--- src/rtl/item_pack.sv ---
// Shared configuration-channel definitions.
//  c_addr_WIDTH / c_data_WIDTH : configuration bus widths
//  CONF_NUM_REGS               : register count of the bank (shared with the bench model)
//  conf_state_e                : conf_reg_bank FSM states
package item_pack;
  localparam int c_addr_WIDTH  = 8;
  localparam int c_data_WIDTH  = 8;
  localparam int CONF_NUM_REGS = 16;

  typedef enum logic [1:0] {CONF_INIT, CONF_IDLE, CONF_COMMIT} conf_state_e;
endpackage

--- src/rtl/conf_reg_bank_if.sv ---
// Configuration write channel: valid/ready handshake carrying addr + data.
//  master : drives c_addr, c_data, c_valid; observes c_ready
//  slave  : observes c_addr, c_data, c_valid; drives c_ready
interface conf_reg_bank_if import item_pack::*; #(
  parameter int ADDR_W = c_addr_WIDTH,
  parameter int DATA_W = c_data_WIDTH
);
  logic [ADDR_W-1:0] c_addr;
  logic [DATA_W-1:0] c_data;
  logic              c_valid;
  logic              c_ready;

  modport master (output c_addr, c_data, c_valid, input  c_ready);
  modport slave  (input  c_addr, c_data, c_valid, output c_ready);
endinterface

--- src/rtl/conf_reg_array.sv ---
// Register storage for the configuration bank. Pure storage: one write
// port, all registers read out in parallel.
//  clk, rst_n : clock, async active-low reset (registers -> RESET_VAL)
//  we         : write enable
//  widx       : register index to write
//  wdata      : write data
//  q          : flattened contents, reg i at [i*DATA_W +: DATA_W]
module conf_reg_array import item_pack::*; #(
  parameter int              NUM_REGS  = CONF_NUM_REGS,
  parameter int              DATA_W    = c_data_WIDTH,
  parameter int              IDX_W     = (NUM_REGS > 1) ? $clog2(NUM_REGS) : 1,
  parameter logic [DATA_W-1:0] RESET_VAL = '0
)(
  input  logic                       clk,
  input  logic                       rst_n,
  input  logic                       we,
  input  logic [IDX_W-1:0]           widx,
  input  logic [DATA_W-1:0]          wdata,
  output logic [NUM_REGS*DATA_W-1:0] q
);
  logic [NUM_REGS-1:0][DATA_W-1:0] regs;

  for (genvar i = 0; i < NUM_REGS; i++) begin : g_reg
    always_ff @(posedge clk or negedge rst_n) begin
      if (!rst_n)                          regs[i] <= RESET_VAL;
      else if (we && widx == IDX_W'(i))    regs[i] <= wdata;
    end
  end

  assign q = regs;
endmodule

--- src/rtl/conf_reg_bank.sv ---
// Configuration register bank: accepts one write per c_valid/c_ready
// handshake, commits it one cycle later into NUM_REGS registers, and
// presents all registers in parallel with a one-cycle update strobe.
//  clk, rst_n   : clock, async active-low reset
//  cif          : configuration channel (slave side)
//  cfg_q        : register contents, reg i at [i*DATA_W +: DATA_W]
//  cfg_upd      : one-cycle pulse per committed in-range write
//  cfg_upd_idx  : index written, valid while cfg_upd=1
//  c_err        : sticky out-of-range write flag (cleared by reset only)
//  wr_count     : committed in-range writes, saturating
module conf_reg_bank import item_pack::*; #(
  parameter int                ADDR_W    = c_addr_WIDTH,
  parameter int                DATA_W    = c_data_WIDTH,
  parameter int                NUM_REGS  = CONF_NUM_REGS,
  parameter logic [DATA_W-1:0] RESET_VAL = '0,
  parameter int                CNT_W     = 16,
  localparam int               IDX_W     = (NUM_REGS > 1) ? $clog2(NUM_REGS) : 1
)(
  input  logic                       clk,
  input  logic                       rst_n,
  conf_reg_bank_if.slave             cif,
  output logic [NUM_REGS*DATA_W-1:0] cfg_q,
  output logic                       cfg_upd,
  output logic [IDX_W-1:0]           cfg_upd_idx,
  output logic                       c_err,
  output logic [CNT_W-1:0]           wr_count
);
  // Compare width covers both the full address and NUM_REGS so that upper
  // address bits are never dropped (no aliasing onto low registers).
  localparam int            CMP_W      = ((ADDR_W > 32) ? ADDR_W : 32) + 1;
  localparam logic [CMP_W-1:0] NUM_REGS_X = CMP_W'(NUM_REGS);

  conf_state_e       state;
  logic              c_ready_q;
  logic [ADDR_W-1:0] hold_addr;
  logic [DATA_W-1:0] hold_data;
  logic              in_range;
  logic              we;

  assign in_range    = CMP_W'(hold_addr) < NUM_REGS_X;
  assign we          = (state == CONF_COMMIT) && in_range;
  assign cif.c_ready = c_ready_q;

  always_ff @(posedge clk or negedge rst_n) begin
    if (!rst_n) begin
      state       <= CONF_INIT;
      c_ready_q   <= 1'b0;
      hold_addr   <= '0;
      hold_data   <= '0;
      cfg_upd     <= 1'b0;
      cfg_upd_idx <= '0;
      c_err       <= 1'b0;
      wr_count    <= '0;
    end else begin
      cfg_upd <= 1'b0;
      case (state)
        CONF_INIT: begin
          state     <= CONF_IDLE;
          c_ready_q <= 1'b1;
        end
        CONF_IDLE: begin
          // Bus is only sampled here; with c_valid low its contents may be X.
          if (cif.c_valid) begin
            hold_addr <= cif.c_addr;
            hold_data <= cif.c_data;
            state     <= CONF_COMMIT;
            c_ready_q <= 1'b0;
          end
        end
        CONF_COMMIT: begin
          if (in_range) begin
            cfg_upd     <= 1'b1;
            cfg_upd_idx <= IDX_W'(hold_addr);
            if (wr_count != '1) wr_count <= wr_count + CNT_W'(1);
          end else begin
            c_err <= 1'b1;
          end
          state     <= CONF_IDLE;
          c_ready_q <= 1'b1;
        end
        default: begin
          state     <= CONF_INIT;
          c_ready_q <= 1'b0;
        end
      endcase
    end
  end

  conf_reg_array #(
    .NUM_REGS  (NUM_REGS),
    .DATA_W    (DATA_W),
    .IDX_W     (IDX_W),
    .RESET_VAL (RESET_VAL)
  ) u_regs (
    .clk   (clk),
    .rst_n (rst_n),
    .we    (we),
    .widx  (IDX_W'(hold_addr)),
    .wdata (hold_data),
    .q     (cfg_q)
  );
endmodule
--- src/flat_wrapper.sv ---
// flat-port wrapper written by rule: the top's interface ports become plain ports
module conf_reg_bank_flat import item_pack::*;
#(
  parameter int                ADDR_W    = c_addr_WIDTH,
  parameter int                DATA_W    = c_data_WIDTH,
  parameter int                NUM_REGS  = CONF_NUM_REGS,
  parameter logic [DATA_W-1:0] RESET_VAL = '0,
  parameter int                CNT_W     = 16,
  localparam int               IDX_W     = (NUM_REGS > 1) ? $clog2(NUM_REGS) : 1
)
  (clk, rst_n, cfg_q, cfg_upd, cfg_upd_idx, c_err, wr_count, cif_c_addr, cif_c_data, cif_c_valid, cif_c_ready);
  conf_reg_bank_if #(.ADDR_W(ADDR_W), .DATA_W(DATA_W)) cif_i ();
  input  logic clk;
  input  logic rst_n;
  output logic [NUM_REGS*DATA_W-1:0] cfg_q;
  output logic cfg_upd;
  output logic [IDX_W-1:0] cfg_upd_idx;
  output logic c_err;
  output logic [CNT_W-1:0] wr_count;
  input wire logic [$bits(cif_i.c_addr)-1:0] cif_c_addr;
  input wire logic [$bits(cif_i.c_data)-1:0] cif_c_data;
  input wire logic [$bits(cif_i.c_valid)-1:0] cif_c_valid;
  output wire logic [$bits(cif_i.c_ready)-1:0] cif_c_ready;
  assign cif_i.c_addr = cif_c_addr;
  assign cif_i.c_data = cif_c_data;
  assign cif_i.c_valid = cif_c_valid;
  assign cif_c_ready = cif_i.c_ready;
  conf_reg_bank #(.ADDR_W(ADDR_W), .DATA_W(DATA_W), .NUM_REGS(NUM_REGS), .RESET_VAL(RESET_VAL), .CNT_W(CNT_W)) u_core (.clk(clk), .rst_n(rst_n), .cif(cif_i), .cfg_q(cfg_q), .cfg_upd(cfg_upd), .cfg_upd_idx(cfg_upd_idx), .c_err(c_err), .wr_count(wr_count));
endmodule
--- config.mk ---
export PLATFORM = sky130hd
export DESIGN_NAME = conf_reg_bank_flat
export DESIGN_NICKNAME = d
export VERILOG_FILES = /design/src/rtl/item_pack.sv /design/src/rtl/conf_reg_bank_if.sv /design/src/rtl/conf_reg_array.sv /design/src/rtl/conf_reg_bank.sv /design/src/flat_wrapper.sv
export SDC_FILE = /design/constraint.sdc
export NUM_CORES = 1
export LEC_CHECK = 0
export CAP_MARGIN = 10
export CORE_MARGIN = 10
export CORE_UTILIZATION = 35
export CTS_CLUSTER_DIAMETER = 120
export CTS_CLUSTER_SIZE = 25
export DETAILED_ROUTE_END_ITERATION = 7
export PLACE_DENSITY = 0.66
export SLEW_MARGIN = 10
export SYNTH_ARGS = -nofsm -noshare
export SYNTH_HDL_FRONTEND = slang
export SYNTH_SLANG_ARGS = --single-unit
--- constraint.sdc ---
create_clock -name clk -period 1.8 [get_ports clk]
set_input_delay 0.27 -clock clk [delete_from_list [all_inputs] [get_ports clk]]
set_output_delay 0.27 -clock clk [all_outputs]
set_load 0.01 [all_outputs]
==> metrics <==
status=finished with violations; failing checks=setup timing; power share of the sequential group=approximately 48%; Compound-Gate Fraction of Synth Area=less than 1%; Worst Hold Class=input pin to asynchronous set/reset pin; WP data required=~2.1 ns; min Tclk post-route=1.942 ns; post-route ant nets=0; largest family of logic cells by synthesized area=multiplexers; row count=50; count of cell types in the netlist=40; GR Util All Layers=between 15 and 20%; synthesized cell area=0.006678 sq mm; net load switching power=2.971 mW; MaxCap Viol Count=0; clk_lat worst skew=0.42 ns; FILL cells=1528; Worst-Margin Slew=0.7940 ns; first-pass detailed-route iteration total=4; Root Driver=clkbuf_16; DR WL/cell=21.26 um; Primary FF master, synth=dfrtp_1; synthesized area per cell=between 10 and 15 sq um; crit path DAT=roughly 2.2 ns; Setup Skew=0.007410 ns; max_slew headroom=47.06%; Die Ht=approximately 160 um; top cells by area, synth=dfrtp_1 63%, mux2_2 21%, nand2_1 3.5%; CTS tree=built; Layout Nets=709; Pleak=4.803 nW; clock-pin slew on the worst setup and hold paths=approximately 0.06 ns; Area growth, synth to finish=52.91%; Max Fclk=515.0 MHz; Mapped Cells=462; total CTS buffers=17; post-synthesis simple-gate area fraction=10.76%; Synth async-reset ratio=100.0%; Num Clock Sinks=169; Ys Warns=0; Finish-stage setup viols=79; Hold Vio Cnt, Final=0; Post-DP HPWL=13.79 mm; antenna violations before repair=0; Syn Nets=about 480; WS Path Type=flip-flop to flip-flop; num ports=170; CTS H-tree lvls=4; Post-Layout Cell Count=936; Synth Area in XOR/XNOR=1.967%; area leader, netlist=dfrtp_1; Pint=7.084 mW; Pwr Density=just under 1000 mW/mm^2; worst-path fanout max=8; Post-Synth Adder-Cell Area=0.1874%; dpl ws=-0.1572 ns; most frequent cells in the layout=167 x dfrtp_1, 166 x clkdlybuf4s50_1, 86 x mux2_2; flop-to-flop setup slack=-0.14 ns; DIE WIDTH=158.1 um; most common cell after layout, fill and taps aside=dfrtp_1; largest net degree at the start of global routing=62; crit path launch type=flip-flop; Initial Utilization=35.58%; first-pass GRT wire length=approximately 30 mm; Worst VDD drop=0.6952 mV; DP Cell Count=889; I/O Buffers=169; drt drc=0; core box area=0.01877 sq mm; Synth top area share=63.33%; initial DRC count=262; number of global-route vias before repair=roughly 5100; clk buf depth=2; Die Area=0.02500 sq mm; gpl congestion=0.8003; final setup margin=-0.1419 ns; layout cells sized above 1=36.89%; clock power share=33.6%; Switching Share=29.55%; worst reg2reg endpoint=u_core.u_regs.q[85]; Vias/cell=4.901; Combinational Power Share=18.6%; ant diodes=0; Reg-to-Reg Start=u_core.hold_addr[6]; post-synthesis mux area share=21.75%; EDFF count, synth=0; RSZ-0062 raised after global routing=yes; R2R cell count=5; final WL=19.90 mm; pins over their slew limit=0; Vias=around 4600; GRT overflow=0; crit share post-route=107.9%; sequential area share after synthesis=63.33%; FF+latch count, synth=169; CP Capture Type=flip-flop
## synth_stat cells (2+ instances only)
master     instances
nor3_4             4
mux2_1             2
o21ai_0            3
xnor2_1            2
nand2b_1           3
clkinv_1           2
dfrtp_1          169
nor4_4             2
and4_1             2
nand3_1           10
inv_1              3
nand3_4            2
nor3_2             2
nand4_2            3
a2111oi_0          3
nor4_1             3
nand2_2            4
xor2_1            13
nor3_1             6
mux2_2           127
clkbuf_1          11
nand2_1           62
nand4_1            3
nor2_1             5
## metal layers
| metal | up-vias | wire (um) | track usage, % |
|---|---|---|---|
| met5 | - | 0 | 0 |
| met1 | 2370 | 8144 | 19.10 |
| met4 | 0 | 150 | 3.132 |
| met2 | 135 | 9520 | 25.15 |
| li1 | 2069 | - | - |
| met3 | 13 | 2083 | 8.331 |
## worst max path at each step
stage | startpoint | endpoint | slack, ns | cells past startpoint
2_1_floorplan | u_core.hold_addr[4] | u_core.u_regs.q[112] | -0.06 | 4
3_3_place_gp | u_core.hold_addr[6] | u_core.u_regs.q[72] | -0.12 | 4
3_5_place_dp | u_core.hold_addr[6] | u_core.u_regs.q[79] | -0.16 | 4
4_1_cts | u_core.hold_addr[6] | u_core.u_regs.q[85] | -0.14 | 5
5_1_grt | u_core.hold_addr[6] | u_core.u_regs.q[51] | -0.21 | 5
6_report | u_core.hold_addr[6] | u_core.u_regs.q[85] | -0.14 | 5
## logic make-up (layout without fill, tap and decap cells)
kind of cell	count (synthesis)	in the layout
AO/OA/AOI/OAI	9	9
XOR/XNOR	15	15
adder cells (fa/ha/maj)	1	1
buffers and inverters	18	258
flip-flops	169	169
multiplexers	129	129
AND/OR/NAND/NOR	121	121
## through the flow
step	total power [mW]	TNS, ns	hold WS, ns	utilization, %	area [sq um]
finish	10.06	-4.196	0.2945	54.41	10210
global placement	6.527	-6.086	0.1681	47.89	8987
floorplan	5.334	-1.283	-0.02559	-	6690
global route	10.55	-15.61	0.3125	54.41	10210
detailed placement	6.584	-8.837	0.1745	47.89	8987
CTS	10.09	-6.820	0.2887	52.51	9854
## registers in the layout (all words and copies together), names as in the netlist
| signal | cells |
|---|---|
| u_core.cfg_upd | 1 |
| u_core.hold_addr | 8 |
| u_core.c_err | 1 |
| u_core.cif.c_ready | 1 |
| u_core.u_regs.q | 128 |
| u_core.state | 2 |
| u_core.wr_count | 16 |
| u_core.cfg_upd_idx | 4 |
| u_core.hold_data | 8 |
## timing repair
action	in CTS	in global routing
endpoints found under the hold margin	28	0
setup buffers	7	8
pin swaps	10	16
endpoints found under the setup margin	133	144
gates resized for setup	63	55
hold buffers	1	0
## area by class of cell
| class | instances | area [sq um] | share of cell area (%) |
|---|---|---|---|
| sequential | 169 | 4232 | 41.44 |
| multi-input combinational | 275 | 2868 | 28.08 |
| tap | 234 | 292.8 | 2.867 |
| inverter | 6 | 33.78 | 0.3308 |
| clock buffer | 23 | 478.0 | 4.681 |
| timing repair buffer | 220 | 2241 | 21.95 |
| clock inverter | 9 | 66.31 | 0.6494 |
## power groups by stage
stage	Combinational (mW)	Clock, mW	Sequential [mW]
3_3_place_gp	1.69	0	4.83
4_1_cts	1.81	3.47	4.80
2_1_floorplan	0.650	0	4.68
6_report	1.87	3.38	4.81
5_1_grt	2.02	3.64	4.89
3_5_place_dp	1.73	0	4.85
## critical path: stages (launching register included)
cell and delay, ns:
dfrtp_1 0.42, or4_4 0.60, nor3_4 0.14, buf_6 0.16
nand3_4 0.15, mux2_4 0.35
Note: power is estimated with default switching activity, not from simulation.
